$ cat config.mk
export PLATFORM = sky130hd
export DESIGN_NAME = board_io_ctrl
export DESIGN_NICKNAME = d
export VERILOG_FILES = /design/src/rtl/board_io_ctrl.sv
export SDC_FILE = /design/constraint.sdc
export NUM_CORES = 1
export LEC_CHECK = 0
export BUFFER_PORTS_ARGS = -buffer_cell sky130_fd_sc_hd__buf_4
export CORE_ASPECT_RATIO = 1.25
export CORE_MARGIN = 5
export CORE_UTILIZATION = 55
export CTS_CLUSTER_DIAMETER = 200
export CTS_CLUSTER_SIZE = 30
export DETAILED_ROUTE_END_ITERATION = 16
export PLACE_DENSITY = 0.81
export SKIP_CTS_REPAIR_TIMING = 1
export SYNTH_ARGS = -nofsm -noshare
export SYNTH_HDL_FRONTEND = slang
export SYNTH_SLANG_ARGS = --single-unit
$ cat constraint.sdc
create_clock -name i_clock -period 2.17 [get_ports i_clock]
set_input_delay 0 -clock i_clock [delete_from_list [all_inputs] [get_ports i_clock]]
set_output_delay 0 -clock i_clock [all_outputs]
set_load 0.01 [all_outputs]
$ cat src/rtl/board_io_ctrl.sv
// board_io_ctrl: board-level I/O front end.
// The front end synchronizes and debounces the push buttons and slide switches.
// It produces one-cycle press and release pulses for each key.
// It drives the seven-segment digits and the LEDs from registers.
// A shared blink phase gates any digit or LED that has its blink enable set.

module board_io_ctrl #(
    parameter int NUM_KEYS        = 4,
    parameter int NUM_SW          = 10,
    parameter int NUM_HEX         = 6,
    parameter int NUM_LED         = 10,
    parameter int DEBOUNCE_CYCLES = 500000,
    parameter int BLINK_CYCLES    = 25000000
) (
    input  logic                   i_clock,
    input  logic                   i_reset,
    input  logic [NUM_KEYS-1:0]    i_key,
    input  logic [NUM_SW-1:0]      i_switch,
    input  logic [4*NUM_HEX-1:0]   i_hex_value,
    input  logic [NUM_HEX-1:0]     i_hex_enable,
    input  logic [NUM_HEX-1:0]     i_hex_blink,
    input  logic [NUM_LED-1:0]     i_led,
    input  logic [NUM_LED-1:0]     i_led_blink,
    output logic [NUM_KEYS-1:0]    o_key_level,
    output logic [NUM_KEYS-1:0]    o_key_press,
    output logic [NUM_KEYS-1:0]    o_key_release,
    output logic [NUM_SW-1:0]      o_switch,
    output logic [7*NUM_HEX-1:0]   o_hex,
    output logic [NUM_LED-1:0]     o_led,
    output logic                   o_blink_phase
);

    // The debounce counter only ever reaches DEBOUNCE_CYCLES-1 and then clears.
    localparam int CNT_W = $clog2(DEBOUNCE_CYCLES);
    localparam logic [CNT_W-1:0] DEB_LAST = CNT_W'(DEBOUNCE_CYCLES - 1);

    // The blink counter runs 0..BLINK_CYCLES-1 and then wraps.
    localparam int BLINK_W = $clog2(BLINK_CYCLES);
    localparam logic [BLINK_W-1:0] BLINK_LAST = BLINK_W'(BLINK_CYCLES - 1);

    logic [NUM_KEYS-1:0] key_meta;
    logic [NUM_KEYS-1:0] key_sync;
    logic [NUM_KEYS-1:0] key_stable;
    logic [CNT_W-1:0]    key_cnt [NUM_KEYS];

    logic [NUM_SW-1:0]   sw_meta;
    logic [NUM_SW-1:0]   sw_sync;
    logic [NUM_SW-1:0]   sw_stable;
    logic [CNT_W-1:0]    sw_cnt [NUM_SW];

    logic [BLINK_W-1:0]  blink_cnt;

    logic [7*NUM_HEX-1:0] hex_next;
    logic [NUM_LED-1:0]   led_next;

    // Standard active-low hex glyphs. The bit order is {g,f,e,d,c,b,a}.
    function automatic logic [6:0] hex_glyph(input logic [3:0] nibble);
        logic [6:0] seg;
        case (nibble)
            4'h0: seg = 7'b1000000;
            4'h1: seg = 7'b1111001;
            4'h2: seg = 7'b0100100;
            4'h3: seg = 7'b0110000;
            4'h4: seg = 7'b0011001;
            4'h5: seg = 7'b0010010;
            4'h6: seg = 7'b0000010;
            4'h7: seg = 7'b1111000;
            4'h8: seg = 7'b0000000;
            4'h9: seg = 7'b0010000;
            4'hA: seg = 7'b0001000;
            4'hB: seg = 7'b0000011;
            4'hC: seg = 7'b1000110;
            4'hD: seg = 7'b0100001;
            4'hE: seg = 7'b0000110;
            default: seg = 7'b0001110;
        endcase
        return seg;
    endfunction

    // Two-flop synchronizers. Reset parks keys as released (1) and switches as 0.
    always_ff @(posedge i_clock) begin
        if (i_reset) begin
            key_meta <= '1;
            key_sync <= '1;
            sw_meta  <= '0;
            sw_sync  <= '0;
        end else begin
            key_meta <= i_key;
            key_sync <= key_meta;
            sw_meta  <= i_switch;
            sw_sync  <= sw_meta;
        end
    end

    // Key debounce. A key is accepted after DEBOUNCE_CYCLES consecutive mismatching cycles.
    // A press or release pulse is issued exactly when the stable value flips.
    always_ff @(posedge i_clock) begin
        if (i_reset) begin
            key_stable    <= '1;
            o_key_press   <= '0;
            o_key_release <= '0;
            for (int k = 0; k < NUM_KEYS; k++) begin
                key_cnt[k] <= '0;
            end
        end else begin
            o_key_press   <= '0;
            o_key_release <= '0;
            for (int k = 0; k < NUM_KEYS; k++) begin
                if (key_sync[k] == key_stable[k]) begin
                    key_cnt[k] <= '0;
                end else if (key_cnt[k] == DEB_LAST) begin
                    key_stable[k]    <= key_sync[k];
                    key_cnt[k]       <= '0;
                    o_key_press[k]   <= ~key_sync[k];
                    o_key_release[k] <= key_sync[k];
                end else begin
                    key_cnt[k] <= key_cnt[k] + 1'b1;
                end
            end
        end
    end

    // Switch debounce uses the same qualification rule but issues no edge pulses.
    always_ff @(posedge i_clock) begin
        if (i_reset) begin
            sw_stable <= '0;
            for (int s = 0; s < NUM_SW; s++) begin
                sw_cnt[s] <= '0;
            end
        end else begin
            for (int s = 0; s < NUM_SW; s++) begin
                if (sw_sync[s] == sw_stable[s]) begin
                    sw_cnt[s] <= '0;
                end else if (sw_cnt[s] == DEB_LAST) begin
                    sw_stable[s] <= sw_sync[s];
                    sw_cnt[s]    <= '0;
                end else begin
                    sw_cnt[s] <= sw_cnt[s] + 1'b1;
                end
            end
        end
    end

    // Buttons are active-low, so the reported level is the inverse of the stable value.
    assign o_key_level = ~key_stable;
    assign o_switch    = sw_stable;

    // Free-running blink timebase. The phase flips each time the counter wraps.
    always_ff @(posedge i_clock) begin
        if (i_reset) begin
            blink_cnt     <= '0;
            o_blink_phase <= 1'b1;
        end else if (blink_cnt == BLINK_LAST) begin
            blink_cnt     <= '0;
            o_blink_phase <= ~o_blink_phase;
        end else begin
            blink_cnt <= blink_cnt + 1'b1;
        end
    end

    // Next display and LED values. A digit is blanked when it is disabled.
    // A digit is also blanked while its blink is on during the off phase.
    always_comb begin
        hex_next = '1;
        led_next = '0;
        for (int d = 0; d < NUM_HEX; d++) begin
            if (!i_hex_enable[d] || (i_hex_blink[d] && !o_blink_phase)) begin
                hex_next[7*d +: 7] = 7'h7F;
            end else begin
                hex_next[7*d +: 7] = hex_glyph(i_hex_value[4*d +: 4]);
            end
        end
        for (int i = 0; i < NUM_LED; i++) begin
            led_next[i] = i_led[i] & ~(i_led_blink[i] & ~o_blink_phase);
        end
    end

    // Register the display and LEDs. They lag their inputs and the phase by one cycle.
    always_ff @(posedge i_clock) begin
        if (i_reset) begin
            o_hex <= '1;
            o_led <= '0;
        end else begin
            o_hex <= hex_next;
            o_led <= led_next;
        end
    end

endmodule

==> flow_summary.toml <==
[pwr]
fin_total_pwr_mw = 13.7
p_switching_mw = 3.19
p_int_mw = 10.5
ir_drop_mv = 0.672
share_comb_of_total_power_pct = 9.2
p_seq_share_pct = 62.7
p_leak_nw = 9.20
pwr-share-clk_pct = 28.1
power_density_nw_per_um2 = 543
swShare_pct = 23.4

[critical_path]
r2r-start = "sw_cnt[1][7]"
reg2reg_depth = 5
critPathRequiredTime_ps = 2450
reg2reg_slack_ps = 10
cp-endpoint = "sw_cnt[1][13]"
crit_start = "sw_cnt[1][7]"
crit_arrival_ps = 2440
cp-start-kind = "flip-flop"
crit_path_end_kind = "flip-flop"
path_max_fanout = 19
crit_type = "reg -> reg"
reg2reg_to = "sw_cnt[1][13]"

[layout]
drive_gt1_share_pct = 12.1
nets = 2684
fillers = 2689
area_growth_pct = 24.1
final_area_um2 = 25100
antennaDiodeCount = 0

[detailed_routing]
final_antenna_net_count = 0
avgRoutedWirePerCell_um = 14.3
vias_per_cell = 5.37
num_vias = 16395
postRouteWirelength_mm = 43.8
first_pass_iters = 5
drc_errors = 0
drt_iter0_markers = 1025

[synth]
ys_warn_count = 0
syn_inst = 1986
ys_ff_latch = 394
ys_async_sr_fraction_pct = 0
synth_area_per_cell_um2 = 10.2
seq_area_frac_synth_pct = 52.1
synth_edf_count = 266
yosysUniqueCellTypes = 57
syn-cell-area_um2 = 20300
synthFlopType = "edfxtp_1"

[timing]
fin_skew_ps = 40.8
post-route-period-util_pct = 99.4
finalSetupViolCount = 0
hold_violations = 4
fin_crit_ps = 2160
max_slew.worst_pin.slew_ps = 568
tns_ps = 0
rsz0062_at_grt = "yes"
max_freq_mhz = 463
relSlewSlack_pct = 61.8
slew_violations = 0
setup_slack_ps = 12.5
worst_hold_slack_ps = -24.2

[grt]
grt_overflow = 0
antenna_found_initial = 1
grt_usage_pct = 19.3
grt_pass1_vias = 15711
grt_pass1_wl_mm = 69.0
grt_max_degree = 52

[placed_design]
routabilityCongestion = 0.852
dpl_worst_slack_ps = 30.0
port_buffers = 146
dp_hpwl_mm = 30.3
dpl_cell_area_um2 = 23500

[run]
cap_violations = 0

[cts]
cts_sinks = 394
path_clk_slew_ps = 120
cts_root_buf = "clkbuf_16"
h-tree-depth = 1
insertion_delay_ps = 530
max-clock-path-buffers = 3
cts_tree = "done"
numCtsBuffers = 17

[die]
die_x_um = 182
initial_utilization_pct = 55.8
dieArea_um2 = 40800
coreArea_um2 = 36300
dieHeight_um = 225
io_pins = 147
row_count = 78

[run_status]
status = "complete, but fails checks"
violations = "hold timing"

[worst_hold_path]
hold_path_class = "in -> reg"
## layout make-up
type / instances / area, µm² / area share, %
repair buffers: 346 / 2970 / 11.8
clock buffers: 28 / 467 / 1.86
inverters: 83 / 312 / 1.24
multi-input cells: 1719 / 10200 / 40.6
clock inverters: 1 / 30.0 / 0.120
well taps: 480 / 601 / 2.39
flip-flops and latches: 394 / 10600 / 42.0
## cells in the final DEF, fill, tap and decap left out, drive strengths merged, types with 38 or more instances in the layout
master	count
edfxtp	266
conb	266
nor2	257
buf	243
dfxtp	128
xnor2	115
nand2	107
nand3	107
dlygate4sd3	103
xor2	88
a21oi	84
inv	83
nand4	79
o21ai	67
ha	51
or3	48
or4	47
nor3	43
nor4	41
nor2b	38
## layer usage
metal | vias up | GRT usage (%) | share of wire [%]
met5 | - | 0 | 0
met2 | 375 | 36.4 | 53
li1 | 8141 | - | -
met3 | 92 | 2.18 | 4.4
met4 | 0 | 5.30 | 2.6
met1 | 7787 | 23.2 | 40
## how the worst min path moves through the flow
stage	endpoint	slack (ps)	from	depth (start not counted)
floorplan	key_meta[0]	100	i_key[0]	1
global placement	key_meta[2]	180	i_key[2]	2
detailed placement	key_meta[1]	190	i_key[1]	2
CTS	key_meta[3]	-370	i_key[3]	2
global route	o_hex[3]	8	i_hex_blink[0]	4
finish	o_hex[4]	-20	i_hex_value[0]	5
## per-stage QoR
stage | hold slack [ps] | cells | utilization [%]
floorplan | 104 | 2251 | -
global placement | 185 | 2910 | 64.6
detailed placement | 192 | 2910 | 64.6
CTS | -370 | 2939 | 66.0
global route | 7.60 | 3051 | 69.2
finish | -24.2 | 3051 | 69.2
## critical path: stages (launching register included)
cell      delay [ps]
edfxtp_1         410
or4b_1           520
or4_4            560
o211ai_4         200
buf_12           170
a21oi_1           50
## cell usage after synthesis (6+ instances only)
cell / count / area, µm²
buf_2: 6 / 30.0
or2_2: 16 / 100
nor4b_1: 10 / 87.6
a21oi_1: 84 / 420
nor4_1: 41 / 257
o211ai_1: 17 / 128
o31ai_1: 31 / 233
and3_1: 32 / 200
xor2_1: 88 / 771
and2_1: 18 / 113
dfxtp_1: 128 / 2560
nor2_1: 257 / 965
nand2b_1: 37 / 231
xnor2_1: 115 / 1010
o311ai_0: 27 / 236
a21boi_0: 7 / 52.6
nand2_1: 107 / 402
o21ai_0: 62 / 310
nor2b_1: 38 / 238
o21a_1: 6 / 45.0
nand3_1: 107 / 536
clkbuf_1: 41 / 154
nor4bb_1: 6 / 60.1
or4_1: 42 / 315
and4_1: 31 / 272
or4b_1: 8 / 80.1
a21o_1: 7 / 52.6
nor3_1: 43 / 215
edfxtp_1: 266 / 7990
nand4_1: 79 / 494
inv_1: 83 / 312
ha_1: 51 / 638
or3_1: 48 / 300
## power groups by stage
stage | Sequential [mW] | Clock (mW) | Combinational (mW)
4_1_cts | 8.55 | 3.96 | 1.05
3_5_place_dp | 8.72 | 0 | 1.05
6_report | 8.56 | 3.84 | 1.26
5_1_grt | 8.60 | 4.21 | 1.39
3_3_place_gp | 8.70 | 0 | 1.01
2_1_floorplan | 8.69 | 0 | 0.597
## sequential cells by signal, indices dropped and copies added (netlist names)
| register | flops |
|---|---|
| sw_cnt | 190 |
| sw_meta | 10 |
| key_meta | 4 |
| blink_cnt | 25 |
| o_led | 10 |
| o_switch | 10 |
| sw_sync | 10 |
| key_stable | 4 |
| o_key_press | 4 |
| key_sync | 4 |
| o_hex | 42 |
| key_cnt | 76 |
| o_key_release | 4 |
| o_blink_phase | 1 |
## kinds of logic (layout without fill, tap and decap cells)
logic type	after synthesis	after routing	synth area share, %
fa+ha+maj	51	51	3.15
xor+xnor	203	203	8.78
buf+inv	138	458	2.76
other cells	1	266	0.0185
mux	1	1	0.0494
compound gates	258	258	8.20
flops	394	394	52.1
simple gates	940	940	24.9
Power figures use the tool's default switching activity.
